## src/rtl/serial_word_collector_pkg.sv

```systemverilog
`default_nettype none
// ============================================================================
// Module      : serial_word_collector_pkg
// Description : Shared constants for the serial word collector.
// Revision    : 1.0 - initial release
// ============================================================================
package serial_word_collector_pkg;

  // Word width matches the upstream 8-bit shift stage.
  localparam int C_DATA_W = 8;
  localparam int C_CNT_W  = 4;

  localparam logic [0:0] ST_IDLE    = 1'b0;
  localparam logic [0:0] ST_COLLECT = 1'b1;

endpackage : serial_word_collector_pkg
`default_nettype wire

```

## src/rtl/serial_word_collector_slot.sv

```systemverilog
`default_nettype none
// ============================================================================
// Module      : word_out_slot
// Description : Single-entry valid/ready holding register.
// Revision    : 1.0 - initial release
// ============================================================================
module word_out_slot #(
  parameter int DATA_W = 8
) (
  input  logic              clk,
  input  logic              rst,
  input  logic              i_load,
  input  logic [DATA_W-1:0] i_load_data,
  input  logic              i_ready,
  output logic              o_valid,
  output logic [DATA_W-1:0] o_data,
  output logic              o_load_accepted
);

  logic              r_valid;
  logic [DATA_W-1:0] r_data;
  logic              w_slot_free;

  // Slot is free when empty or being drained this very cycle.
  assign w_slot_free     = ~r_valid | i_ready;
  assign o_load_accepted = i_load & w_slot_free;

  always_ff @(posedge clk or posedge rst) begin
    if (rst) begin
      r_valid <= 1'b0;
      r_data  <= '0;
    end else if (o_load_accepted) begin
      r_valid <= 1'b1;
      r_data  <= i_load_data;
    end else if (r_valid && i_ready) begin
      r_valid <= 1'b0;
    end
  end

  assign o_valid = r_valid;
  assign o_data  = r_data;

endmodule : word_out_slot
`default_nettype wire

```

## src/rtl/serial_word_collector.sv

```systemverilog
`default_nettype none
// ============================================================================
// Module      : serial_word_collector
// Description : Reassembles a serial bit stream into DATA_W-bit words.
// Revision    : 1.0 - initial release
// ============================================================================
module serial_word_collector
  import serial_word_collector_pkg::*;
#(
  parameter int DATA_W = C_DATA_W,
  parameter int CNT_W  = C_CNT_W
) (
  input  logic              clk,
  input  logic              rst,
  input  logic              i_bit_in,
  input  logic              i_bit_valid,
  input  logic              i_msb_first,
  input  logic              i_frame_abort,
  output logic [DATA_W-1:0] o_word_out,
  output logic              o_word_valid,
  input  logic              i_word_ready,
  output logic [CNT_W-1:0]  o_bit_count,
  output logic              o_overflow,
  output logic              o_busy
);

  localparam logic [CNT_W-1:0] C_LAST_CNT = CNT_W'(DATA_W - 1);

  logic [0:0]        r_state;
  logic [DATA_W-1:0] r_shreg;
  logic [CNT_W-1:0]  r_count;
  logic              r_order;
  logic              r_overflow;

  logic [DATA_W-1:0] w_first_bits;
  logic [DATA_W-1:0] w_shift_next;
  logic              w_last_bit;
  logic              w_complete;
  logic              w_load_accepted;

  // First bit of a word uses the live order input; later bits use the captured one.
  assign w_first_bits = i_msb_first ? {{(DATA_W-1){1'b0}}, i_bit_in}
                                    : {i_bit_in, {(DATA_W-1){1'b0}}};
  assign w_shift_next = r_order ? {r_shreg[DATA_W-2:0], i_bit_in}
                                : {i_bit_in, r_shreg[DATA_W-1:1]};

  assign w_last_bit = (r_count == C_LAST_CNT);
  assign w_complete = (r_state == ST_COLLECT) & i_bit_valid & w_last_bit & ~i_frame_abort;

  always_ff @(posedge clk or posedge rst) begin
    if (rst) begin
      r_state    <= ST_IDLE;
      r_shreg    <= '0;
      r_count    <= '0;
      r_order    <= 1'b1;
      r_overflow <= 1'b0;
    end else begin
      if (w_complete && !w_load_accepted) begin
        r_overflow <= 1'b1;
      end
      if (i_frame_abort) begin
        r_state <= ST_IDLE;
        r_shreg <= '0;
        r_count <= '0;
      end else if (i_bit_valid) begin
        case (r_state)
          ST_IDLE: begin
            r_order <= i_msb_first;
            r_shreg <= w_first_bits;
            r_count <= CNT_W'(1);
            r_state <= ST_COLLECT;
          end
          ST_COLLECT: begin
            r_shreg <= w_shift_next;
            if (w_last_bit) begin
              r_count <= '0;
              r_state <= ST_IDLE;
            end else begin
              r_count <= r_count + CNT_W'(1);
            end
          end
          default: begin
            r_state <= ST_IDLE;
            r_count <= '0;
          end
        endcase
      end
    end
  end

  word_out_slot #(
    .DATA_W (DATA_W)
  ) u_slot (
    .clk             (clk),
    .rst             (rst),
    .i_load          (w_complete),
    .i_load_data     (w_shift_next),
    .i_ready         (i_word_ready),
    .o_valid         (o_word_valid),
    .o_data          (o_word_out),
    .o_load_accepted (w_load_accepted)
  );

  assign o_bit_count = r_count;
  assign o_overflow  = r_overflow;
  assign o_busy      = (r_state == ST_COLLECT);

endmodule : serial_word_collector
`default_nettype wire

```

## config.mk

```make
export PLATFORM = sky130hd
export DESIGN_NAME = serial_word_collector
export DESIGN_NICKNAME = d
export VERILOG_FILES = /design/src/rtl/serial_word_collector_pkg.sv /design/src/rtl/serial_word_collector_slot.sv /design/src/rtl/serial_word_collector.sv
export SDC_FILE = /design/constraint.sdc
export NUM_CORES = 1
export LEC_CHECK = 0
export ABC_AREA = 1
export CAP_MARGIN = 20
export CORE_MARGIN = 2
export CORE_UTILIZATION = 57
export CTS_BUF_LIST = sky130_fd_sc_hd__clkbuf_4 sky130_fd_sc_hd__clkbuf_8
export CTS_CLUSTER_SIZE = 24
export DETAILED_ROUTE_END_ITERATION = 6
export GPL_TIMING_DRIVEN = 0
export PLACE_DENSITY = 0.92
export SETUP_SLACK_MARGIN = 0.1
export SLEW_MARGIN = 15
export SYNTH_ARGS = -nofsm -noshare
export SYNTH_HDL_FRONTEND = slang
export SYNTH_HIERARCHICAL = 1
export SYNTH_SLANG_ARGS = --single-unit
```

## constraint.sdc

```tcl
create_clock -name clk -period 3.8 [get_ports clk]
set_input_delay 0.38 -clock clk [delete_from_list [all_inputs] [get_ports clk]]
set_output_delay 0.38 -clock clk [all_outputs]
set_load 0.02 [all_outputs]
```

==> results.sh <==
export IMPL_final_cell_mix="nand2_1, dfrtp_1, clkdlybuf4s50_1, inv_1, nand3_1"
export IMPL_peakVddDrop_mv=0.258
export IMPL_crit_cells=1
export IMPL_dpl_cell_count=191
export IMPL_drt_wl_total_mm=2.35
export IMPL_cts_setup_buffers=0
export IMPL_cts_buffer_depth=2
export IMPL_worstPathRequired_ns=3.42
export IMPL_p_per_area_nw_per_um2=317
export IMPL_yosys_cell_types_count=17
export IMPL_syn_avg_cell_area_um2=8.07
export IMPL_path_max_fanout=6
export IMPL_clockRootBuffer="clkbuf_4"
export IMPL_wire_per_inst_um=12.1
export IMPL_crit_family="buffers and inverters"
export IMPL_cts_repair_resized=0
export IMPL_r2r_start="o_bit_count[0]$_DFFE_PP0P_"
export IMPL_vias=1028
export IMPL_yosysWarnings=6
export IMPL_cts_tree="yes"
export IMPL_synth_compound_area_share_pct=8.46
export IMPL_grt_pass1_wl_mm=4.02
export IMPL_critPathLaunch="o_bit_count[3]$_DFFE_PP0P_"
export IMPL_critical_path_class="reg -> out"
export IMPL_post_dp_hpwl_mm=1.82
export IMPL_slew_headroom_pct=61.1
export IMPL_cap_viol_max_count=0
export IMPL_period_needed_ns=1.80
export IMPL_fp_coreArea_um2=1940
export IMPL_critical_path_slowest_cell="clkdlybuf4s50_1"
export IMPL_worstSetupEndpoint="o_bit_count[3]"
export IMPL_area_delta_synth_final_pct=24.3
export IMPL_status="completed"
export IMPL_clock_latency_ns=0.31
export IMPL_synth_fp_nets=151
export IMPL_fin_skew_ns=0.00200
export IMPL_end_kind="output port"
export IMPL_hold_class="in -> async"
export IMPL_r2r_end="o_overflow$_DFFE_PP0P_"
export IMPL_gp_congestion=0.842
export IMPL_rows=16
export IMPL_nets=177
export IMPL_min_period_over_period_pct=47.4
export IMPL_groute_usage_overall_pct=21.8
export IMPL_drtIter0Drc=20
export IMPL_worst_pin_slew_ns=0.582
export IMPL_clk_pin_slew_worst_paths_ns=0.13
export IMPL_finalSetupTns_ns=0
export IMPL_rr_worst_depth=9
export IMPL_max_freq_ghz=0.555
export IMPL_p_leak_nw=0.733
export IMPL_synth_top_family_by_area="simple AND/OR/NAND/NOR gates"
export IMPL_stdcell_count=195
export IMPL_initial_core_util_pct=59.4
export IMPL_portBuffers=21
export IMPL_antenna_found_initial=0
export IMPL_io_pins=22
export IMPL_cts_hold_buf=0
export IMPL_synth_mux_area_share_pct=0
export IMPL_fin_area_um2=1430
export IMPL_drv_slew=0
export IMPL_synth_ff_latch_count=24
export IMPL_setup_violations=0
export IMPL_ant_nets=0
export IMPL_post_dp_cell_area_um2=1400
export IMPL_fill_cells=153
export IMPL_crit_chain="clkdlybuf4s50_1"
export IMPL_dieArea_um2=2400
export IMPL_numCtsBuffers=3
export IMPL_overflow=0
export IMPL_netlist_instances=143
export IMPL_worstSetupStartpointType="flip-flop"
export IMPL_drtPass1Iterations=4
export IMPL_path_buf_inv=1
export IMPL_syn_area_um2=1150
export IMPL_grt_max_degree=16
export IMPL_drive_gt1_share_pct=8.33
export IMPL_grt_pass1_vias=976
export IMPL_antenna_cells_inserted=0
export IMPL_mostFrequentLayoutCell="nand2_1"
export IMPL_cpPeakStageDelay_ns=0.65
export IMPL_die_x_um=49.0
export IMPL_synth_xor_area_share_pct=0
export IMPL_yosysSeqAreaShare_pct=52.2
export IMPL_r2r_slack_ns=2.20
export IMPL_rsz0062_at_grt="false"
export IMPL_hold_viol_final=0
export IMPL_drc_errors=0
export IMPL_cts_sinks=24
export IMPL_via_per_inst=5.27
export IMPL_htree_levels=1
export IMPL_synthAdderAreaFrac_pct=1.08
export IMPL_die_h_um=49.0
export IMPL_worstPathArrival_ns=1.42
export IMPL_yosys_area_share_simple_pct=29.8
## cell families (layout without fill, tap and decap cells)
family	Yosys count	in the layout
buffers and inverters	22	47
flip-flops	24	24
AO/OA/AOI/OAI	19	19
AND/OR/NAND/NOR	77	77
adder cells (fa/ha/maj)	1	1
## how the worst min path moves through the flow
stage | start | end | slack, ns | depth (start not counted)
2_1_floorplan | rst | u_slot/o_data[0]$_DFFE_PP0P_ | 0.21 | 1
6_report | rst | u_slot/o_data[3]$_DFFE_PP0P_ | 0.36 | 2
5_1_grt | rst | u_slot/o_data[5]$_DFFE_PP0P_ | 0.39 | 2
3_3_place_gp | u_slot/o_data[7]$_DFFE_PP0P_ | u_slot/o_data[7]$_DFFE_PP0P_ | 0.45 | 2
3_5_place_dp | u_slot/o_data[2]$_DFFE_PP0P_ | u_slot/o_data[2]$_DFFE_PP0P_ | 0.47 | 2
4_1_cts | rst | u_slot/o_data[3]$_DFFE_PP0P_ | 0.37 | 2
## power breakdown
part | total, mW | switching (mW) | internal (mW)
sequential | 0.271 | 0.00817 | 0.263
combinational | 0.0510 | 0.0307 | 0.0203
clock | 0.133 | 0.0741 | 0.0586
## per-layer routing
metal	track usage [%]	vias up	routed length, um
li1	-	503	-
met1	25.6	484	998
met2	39.0	37	1200
met3	2.76	4	116
met4	11.0	0	39
met5	0	-	0
## cell type report
cell class,instances,area (um^2),share of cell area (%)
Timing Repair Buffer,21,210,14.7
Multi-Input combinational cell,97,454,31.7
Tap cell,27,33.8,2.36
Clock buffer,4,36.3,2.53
Sequential cell,24,602,42.0
Inverter,20,75.1,5.24
Buffer,2,22.5,1.57
## cell usage after synthesis
| cell | number | area share (%) |
|---|---|---|
| nand4_1 | 1 | 0.54 |
| nand2_4 | 1 | 0.98 |
| dfrtp_1 | 23 | 50 |
| inv_1 | 18 | 5.9 |
| buf_6 | 2 | 2.0 |
| nand3_1 | 17 | 7.4 |
| a21oi_1 | 2 | 0.87 |
| o21bai_1 | 1 | 0.65 |
| nand2_1 | 47 | 15 |
| ha_1 | 1 | 1.1 |
| nor2_2 | 1 | 0.54 |
| nor2_1 | 7 | 2.3 |
| inv_2 | 2 | 0.65 |
| o21ai_0 | 16 | 6.9 |
| nand2_2 | 2 | 1.1 |
| nand2_8 | 1 | 1.7 |
| dfstp_2 | 1 | 2.3 |
## per-stage QoR
step                utilization (%)  hold WS [ns]  total power [mW]  setup WS (ns)
floorplan                         -         0.208             0.304           2.26
global placement               72.0         0.453             0.324           2.10
detailed placement             72.0         0.469             0.326           2.03
CTS                            73.8         0.370             0.457           2.00
global route                   73.8         0.390             0.475           1.95
finish                         73.8         0.355             0.454           2.00
## sequential cells by signal, indices dropped and copies added (netlist names)
signal / count
o_bit_count: 4
o_busy: 1
o_overflow: 1
r_order: 1
r_shreg: 8
u_slot/o_data: 8
u_slot/o_valid: 1
(Power assumes the default switching activity.)
